`config.mk`:
```
export PLATFORM = sky130hd
export DESIGN_NAME = axil_rdata_fifo_slice
export DESIGN_NICKNAME = d
export VERILOG_FILES = /design/src/rtl/axil_rdata_fifo_slice.sv
export SDC_FILE = /design/constraint.sdc
export NUM_CORES = 1
export LEC_CHECK = 0
export CAP_MARGIN = 20
export CORE_MARGIN = 2
export CORE_UTILIZATION = 54
export DETAILED_ROUTE_END_ITERATION = 16
export PLACE_DENSITY = 0.75
export SLEW_MARGIN = 20
export SYNTH_ARGS = -nofsm -noshare
export SYNTH_HDL_FRONTEND = slang
export SYNTH_SLANG_ARGS = --single-unit
```
`constraint.sdc`:
```
create_clock -name ACLK -period 3.1 [get_ports ACLK]
set_input_delay 0.465 -clock ACLK [delete_from_list [all_inputs] [get_ports ACLK]]
set_output_delay 0.465 -clock ACLK [all_outputs]
set_load 0.05 [all_outputs]
```
`src/rtl/axil_rdata_fifo_slice.sv`:
```
// axil_rdata_fifo_slice
// AXI4-Lite read-data (R) channel buffer. A DEPTH-entry FIFO holds
// {RRESP, RDATA} beats between a slave-side producer and a master-side
// consumer. Both sides use full VALID/READY handshaking. The block also
// reports occupancy and keeps a saturating count of error responses.
//
// Ports:
//   ACLK        clock; all logic updates on the rising edge
//   ARESETn     synchronous reset, active-high (1 = reset)
//   s_RVALID    upstream beat valid
//   s_RREADY    buffer can accept a beat (full decodes from registered count)
//   s_RDATA     upstream read data
//   s_RRESP     upstream read response
//   m_RVALID    downstream beat valid (not empty)
//   m_RREADY    downstream consumer ready
//   m_RDATA     head-of-FIFO data, forced to 0 while m_RVALID=0
//   m_RRESP     head-of-FIFO response, forced to 0 while m_RVALID=0
//   o_COUNT     current occupancy, 0..DEPTH
//   o_ERRCNT    saturating count of delivered beats with RRESP[1]=1
//   clr_ERRCNT  synchronous clear of o_ERRCNT
module axil_rdata_fifo_slice #(
    parameter int unsigned DATA_W = 32,
    parameter int unsigned DEPTH  = 4,
    parameter int unsigned ERR_W  = 8
) (
    input  logic                     ACLK,
    input  logic                     ARESETn,
    input  logic                     s_RVALID,
    output logic                     s_RREADY,
    input  logic [DATA_W-1:0]        s_RDATA,
    input  logic [1:0]               s_RRESP,
    output logic                     m_RVALID,
    input  logic                     m_RREADY,
    output logic [DATA_W-1:0]        m_RDATA,
    output logic [1:0]               m_RRESP,
    output logic [$clog2(DEPTH):0]   o_COUNT,
    output logic [ERR_W-1:0]         o_ERRCNT,
    input  logic                     clr_ERRCNT
);

    localparam int unsigned AW = $clog2(DEPTH);
    localparam int unsigned EW = DATA_W + 2;
    localparam logic [AW:0] FULL_COUNT = (AW+1)'(DEPTH);

    logic [EW-1:0] mem [DEPTH];
    logic [AW-1:0] wr_ptr;
    logic [AW-1:0] rd_ptr;
    logic [AW:0]   count;
    logic [ERR_W-1:0] errcnt;

    logic          push;
    logic          pop;
    logic [EW-1:0] head;

    // Handshake flags decode only the registered count, so s_RREADY has no
    // combinational path from m_RREADY.
    always_comb begin
        s_RREADY = (count != FULL_COUNT);
        m_RVALID = (count != '0);
        push     = s_RVALID && s_RREADY;
        pop      = m_RVALID && m_RREADY;
        head     = mem[rd_ptr];
        m_RDATA  = m_RVALID ? head[DATA_W-1:0] : '0;
        m_RRESP  = m_RVALID ? head[EW-1:DATA_W] : '0;
    end

    assign o_COUNT  = count;
    assign o_ERRCNT = errcnt;

    // Storage is never cleared; the pointers and count alone decide which
    // entries are live.
    always_ff @(posedge ACLK) begin
        if (!ARESETn && push) begin
            mem[wr_ptr] <= {s_RRESP, s_RDATA};
        end
    end

    always_ff @(posedge ACLK) begin
        if (ARESETn) begin
            wr_ptr <= '0;
            rd_ptr <= '0;
            count  <= '0;
        end else begin
            if (push) begin
                wr_ptr <= wr_ptr + AW'(1);
            end
            if (pop) begin
                rd_ptr <= rd_ptr + AW'(1);
            end
            case ({push, pop})
                2'b10:   count <= count + (AW+1)'(1);
                2'b01:   count <= count - (AW+1)'(1);
                default: count <= count;
            endcase
        end
    end

    // RRESP[1] set means SLVERR or DECERR; the counter sticks at all-ones.
    always_ff @(posedge ACLK) begin
        if (ARESETn) begin
            errcnt <= '0;
        end else if (clr_ERRCNT) begin
            errcnt <= '0;
        end else if (pop && head[EW-1] && (errcnt != '1)) begin
            errcnt <= errcnt + ERR_W'(1);
        end
    end

endmodule

```
== Word-level counts from Yosys, hierarchy flattened ==
Memory sizes are Yosys's and may differ from the RTL's. A register that Yosys moved wholly into a read port is not among the register bits.
Index checks and enable logic that the tools add are counted.

* Register bits after elaboration: 15
* Bits in writable memories: 136
* Bits of input ports: 39
* Output and inout port bits: 47
* Logic and storage cells: 30
* Memories kept: 1

{| class="wikitable"
|+ Memories
! memory !! depth !! bits a word !! rd ports !! clocked after Yosys merged registers in !! write ports !! line !! source
|-
| mem || 4 || 34 || 1 || 1 || 1 || 45 || <nowiki>logic [EW-1:0] mem [DEPTH];</nowiki>
|}

* $add $sub $neg: 5
* Equality and inequality tests: 4
* Multiplexer cells: 7
* Reduce and logical (&&, ||, !) cells: 9

{| class="wikitable"
|+ Operators with widths
! operator !! number
|-
| $mux 32 || 1
|-
| $add 8x1->8 const B || 1
|-
| $ne 8x8->1 const B || 1
|-
| $mux 2 || 3
|-
| $pmux 3 s2 || 1
|-
| $logic_and 1x1->1 || 5
|-
| $add 2x1->2 const B || 2
|-
| $add 3x1->3 const B || 1
|-
| $ne 3x3->1 const B || 1
|-
| $reduce_bool 3->1 || 1
|-
| $sub 3x1->3 const B || 1
|-
| $eq 2x1->1 const B || 1
|-
| $eq 2x2->1 const B || 1
|-
| $mux 1 || 2
|-
| $reduce_bool 2->1 || 1
|-
| $reduce_or 2->1 || 1
|-
| $logic_not 1->1 || 1
|}

== Logic depth before layout (Yosys ltp) ==
* Word-level depth: 5
* Gate-level depth with buffers: 8
* Mapped depth without buffers: 8

== Worst setup path after synthesis ==
No wires, ideal clock.

* Kind: reg-to-reg
* Start: register count[2], in the netlist o_COUNT[2]
* End: register count[2], in the netlist o_COUNT[2]
* Setup time: 0.071 ns
* Data arrival time: 2.698 ns
* Setup slack: 0.331 ns
* Cell stages (with the launch flop): 9
* Buffers on the path: 0
* Period minus slack after synthesis: 2.769 ns
* Cells stage by stage: dfxtp_1 > or3b_2 > nand2_1 > ha_1 > inv_1 > fa_1 > xor2_1 > or3_1 > a21oi_1

* Word-level cells in the longest chain between the ends: 4
* Elaborated cells between the ends (all ways): 10
* Those cells by class: add/sub: 2; eq/ne: 3; mux: 1; reduce/logical: 4

{| class="wikitable"
|+ Ends and longest elaborated chain
! item !! line !! source
|-
| from (decl) || 48 || <nowiki>logic [AW:0] count;</nowiki>
|-
| from (signal assigned) || 91 || <nowiki>2'b10: count <= count + (AW+1)'(1);</nowiki>
|-
| from (signal assigned) || 92 || <nowiki>2'b01: count <= count - (AW+1)'(1);</nowiki>
|-
| from (signal assigned) || 93 || <nowiki>default: count <= count;</nowiki>
|-
| $ne 3x3->1 * || 58 || <nowiki>s_RREADY = (count != FULL_COUNT);</nowiki>
|-
| via s_RREADY || 29 || <nowiki>output logic s_RREADY,</nowiki>
|-
| $logic_and 1x1->1 * || 60 || <nowiki>push = s_RVALID && s_RREADY;</nowiki>
|-
| $eq 2x1->1 / $eq 2x2->1 (equally long branches) || 90 || <nowiki>case ({push, pop})</nowiki>
|-
| $pmux 3 s2 / $reduce_bool 2->1 (equally long branches) || - ||
|}

Mark *: on every way through the listed nets, which the timed path passes. The rest lies on a longest branch.
A chain may end at the register's enable or synchronous reset.

==> Implementation_results.wiki <==
{| class="wikitable"
! Metric !! Value
|-
| Result of the run || complete, no violations
|-
| Total leakage power || 0.002593 µW
|-
| Core region area || approximately 11000 µm²
|-
| Top fanout value on the critical path || 14
|-
| Share of power burned in combinational logic || 39.1%
|-
| Share of total power consumed by net switching || a little over a third
|-
| Endpoints failing setup || 0
|-
| Reg-to-reg startpoint || o_COUNT[2]$_SDFFE_PP0P_
|-
| P&R area growth vs syn || 28.03%
|-
| Per-cell routed wire length || 18.90 µm
|-
| Cell Area, Synth || 5972 µm²
|-
| Share of the yosys chip area belonging to registers || 74.08%
|-
| Starting DRT DRC Count || 123
|-
| Worst setup slack before clock tree synthesis || 0.5703 ns
|-
| Setup slack of the critical path after layout || ~0.11 ns
|-
| Internal Power || 4572 µW
|-
| Number of enable-type register cells in the synthesized netlist || 136
|-
| Final period utilization || 96.53%
|-
| Most frequent cells in the layout || 136 x sky130_fd_sc_hd__edfxtp_1, 70 x sky130_fd_sc_hd__clkdlybuf4s50_1, 34 x sky130_fd_sc_hd__nor2b_1
|-
| Post-synthesis share of cell area spent on full adders, half adders and majority gates || 1.592%
|-
| Kind of start point of the critical path || flop
|-
| Largest family of logic cells by synthesized area || multiplexers
|-
| Power density over the cells || roughly 940 nW/µm²
|-
| Most frequent standard cell in the layout excluding fill and tap cells || sky130_fd_sc_hd__edfxtp_1
|-
| Net switching component of the power || 2594 µW
|-
| Vertical die dimension || approximately 110 µm
|-
| Largest clock skew in the final design || 0.004827 ns
|-
| CTS Buf Count || 17
|-
| Number of antenna-violating nets in the routed design || 0
|-
| Total Routing Usage GR || 19.57%
|-
| Highest attainable clock frequency || 334.2 MHz
|-
| DRC violation count after routing || 0
|-
| Total die area || ~12000 µm²
|-
| Wire length after detailed routing || 10720 µm
|-
| Yosys Warn Count || 0
|-
| Via count of the first global-routing pass || ~3200
|-
| Fraction of power consumed by the clock network || between 20% and 30%
|-
| Max-cap check violation count || 0
|-
| Setup TNS Final || 0 ns
|-
| Synth Area in Simple Gates || 6.872%
|-
| Area of the multi-input gates || 1451 µm²
|-
| Number of standard cells in the final layout excluding fillers || 567
|-
| TritonCTS clock tree || built
|-
| Number of instances in the placed design || 536
|-
| Fraction of the mapped netlist area in compound gates || ~1.7%
|-
| Number of inserted diodes || 0
|-
| Total number of vias || 3119
|-
| Std-Cell Rows || 38
|-
| Hold bufs inserted after CTS || 0
|-
| Logic depth of the worst path, buffers included || 4
|-
| I/O pin count || 86
|-
| Fraction of synthesized cell area in xor and xnor cells || 0.8799%
|-
| Critical Path Sink || m_RDATA[15]
|-
| Post-synthesis average cell area || 19.08 µm²
|-
| Cell chain of the critical path || buf_4, mux4_2, nor2b_1, clkdlybuf4s50_1
|-
| Fraction of synthesis flops using an asynchronous set or reset pin || 0%
|-
| Kind of path behind the tightest hold check || reg2reg
|-
| Clk pin slew, worst setup/hold paths || 0.06 ns
|-
| Pins over their slew limit || 0
|-
| Register area || 4427 µm²
|-
| Vias per cell || 5.501
|-
| Ys flop type || sky130_fd_sc_hd__edfxtp_1
|-
| Maximum number of pins on one net before global-route repair || 21
|-
| Post-CTS setup buffers || 0
|-
| Worst hold slack || 0.5138 ns
|-
| IO buf count || 85
|-
| Synthesized net count || 359
|-
| Crit path largest cell delay || 0.70 ns
|-
| Flop-to-flop setup slack || 0.67 ns
|-
| Max clock buf depth || 2
|-
| Critical path buffer and inverter count || 2
|-
| Global-route wire length before repair || about 16000 µm
|-
| H-tree levels || 4
|-
| CTS sink count || 153
|-
| FF+latch count, synth || ~150
|-
| Reg-to-reg critical path endpoint || o_COUNT[2]$_SDFFE_PP0P_
|-
| Setup Crit Path Kind || reg2out
|-
| Unique cell type count in the Yosys netlist || 34
|-
| Reg2reg path depth || 8
|-
| Critical Path End Type || primary output
|-
| Post-route minimum period || 2.993 ns
|-
| Kind of cell adding the most delay to the critical path || buffers and inverters
|-
| Share of post-route cells with drive strength above 1 || 21.78%
|-
| Max rail drop VDD || 636.4 µV
|-
| CTS Root Cell || sky130_fd_sc_hd__clkbuf_8
|-
| Worst Path Required || 2.63 ns
|-
| Sequential fraction of design power || 34.4%
|-
| Post-synthesis cell count || roughly 310
|-
| Detailed placer's ending HPWL || 6772 µm
|-
| Max transition margin || 46.83%
|-
| GPL Wtd Cong || 0.7400
|-
| Clock latency on the worst-skew pair || between 0.5 and 0.6 ns
|-
| Signal arrival time at the worst endpoint || 2.53 ns
|-
| RSZ-0062 raised after global routing || no
|-
| Starting utilization of the core area || 55.33%
|-
| Floorplan die width || 109.2 µm
|-
| Fillcell total || 681
|-
| Slowest-stage cell, CP || sky130_fd_sc_hd__clkdlybuf4s50_1
|-
| Number of iterations in the first detailed-routing pass || 4
|-
| Hold path startpoint || wr_ptr[1]$_SDFFE_PP0P_
|-
| Total grt overflow || 0
|-
| Hold violation count in the final report || 0
|-
| Transition time at the pin with the least slew margin || about 0.8 ns
|-
| Final #Nets || between 400 and 500
|-
| Number of antenna violations at the first check in global routing || 0
|-
| Multiplexer share of the synthesized area || a little over an eighth
|}
-- cells in the mapped netlist, types with 4 or more instances --
cell type | instances | area [µm²]
sky130_fd_sc_hd__clkbuf_1 | 7 | 26.28
sky130_fd_sc_hd__edfxtp_1 | 136 | 4084
sky130_fd_sc_hd__nor2b_1 | 34 | 212.7
sky130_fd_sc_hd__a21oi_1 | 7 | 35.03
sky130_fd_sc_hd__dfxtp_1 | 17 | 340.3
sky130_fd_sc_hd__or3_1 | 4 | 25.02
sky130_fd_sc_hd__ha_1 | 6 | 75.07
sky130_fd_sc_hd__xor2_1 | 4 | 35.03
sky130_fd_sc_hd__and2_1 | 5 | 31.28
sky130_fd_sc_hd__o21ai_0 | 4 | 20.02
sky130_fd_sc_hd__buf_2 | 4 | 20.02
sky130_fd_sc_hd__inv_1 | 10 | 37.54
sky130_fd_sc_hd__nand2_1 | 4 | 15.01
sky130_fd_sc_hd__nor2_1 | 11 | 41.29
sky130_fd_sc_hd__nand3_1 | 4 | 20.02
sky130_fd_sc_hd__mux4_2 | 33 | 743.2
-- metrics by stage --
stage | power [µW] | utilization (%) | cell area (µm²)
6_report | 7166 | 70.84 | 7646
5_1_grt | 7446 | 70.84 | 7646
4_1_cts | 7237 | 70.66 | 7626
3_5_place_dp | 5341 | 65.57 | 7077
3_3_place_gp | 5305 | 65.57 | 7077
2_1_floorplan | 4437 | - | 5972
-- cell type report --
type	count	area share (%)
multi-input combinational	136	18.98
timing repair buffer	97	13.16
tap	140	2.291
clock buffer	19	5.515
clock inverter	12	1.669
inverter	10	0.4909
sequential	153	57.90
-- registers in the layout, indices dropped and copies added (netlist names), named ones only --
signal,flops
o_ERRCNT,8
o_COUNT,3
rd_ptr,2
mem,136
wr_ptr,2
-- repair_timing --
action	CTS	global route
resized for setup	0	8
endpoints found under the hold margin	0	0
setup endpoints to repair	0	8
-- power groups by stage --
stage                     logic (µW)  registers, µW  clock network, µW
final                           2800           2460               1900
after detailed placement        2830           2510                  0
after global routing            2960           2480               2010
after CTS                       2840           2470               1930
after floorplan                 1900           2530                  0
after global placement          2810           2500                  0
-- layer usage --
metal | part of all wire, % | global-route usage (%) | vias to the layer above
met5 | 0 | 0 | -
met2 | 53 | 33.98 | 89
li1 | - | - | 1427
met3 | 4.3 | 5.738 | 16
met1 | 41 | 23.01 | 1587
met4 | 1.7 | 7.601 | 0
-- cells by family after synthesis --
logic type / count (synthesis)
mux: 35
fa+ha+maj: 7
buf+inv: 24
xor+xnor: 6
flops: 153
simple gates: 72
compound gates: 16
-- worst min-delay path: stages (launching register included) --
cell and delay (ns):
sky130_fd_sc_hd__dfxtp_1 0.34, sky130_fd_sc_hd__nand2_1 0.07, sky130_fd_sc_hd__a21oi_1 0.06
-- worst min path at each step --
stage	to	slack [ns]	cells past startpoint
2_1_floorplan	wr_ptr[1]$_SDFFE_PP0P_	0.47	2
3_3_place_gp	o_ERRCNT[6]$_SDFFE_PP0P_	0.49	2
3_5_place_dp	o_ERRCNT[6]$_SDFFE_PP0P_	0.50	2
4_1_cts	o_ERRCNT[6]$_SDFFE_PP0P_	0.51	2
5_1_grt	o_ERRCNT[6]$_SDFFE_PP0P_	0.53	2
6_report	wr_ptr[1]$_SDFFE_PP0P_	0.51	2
Power figures use the tool's default switching activity.
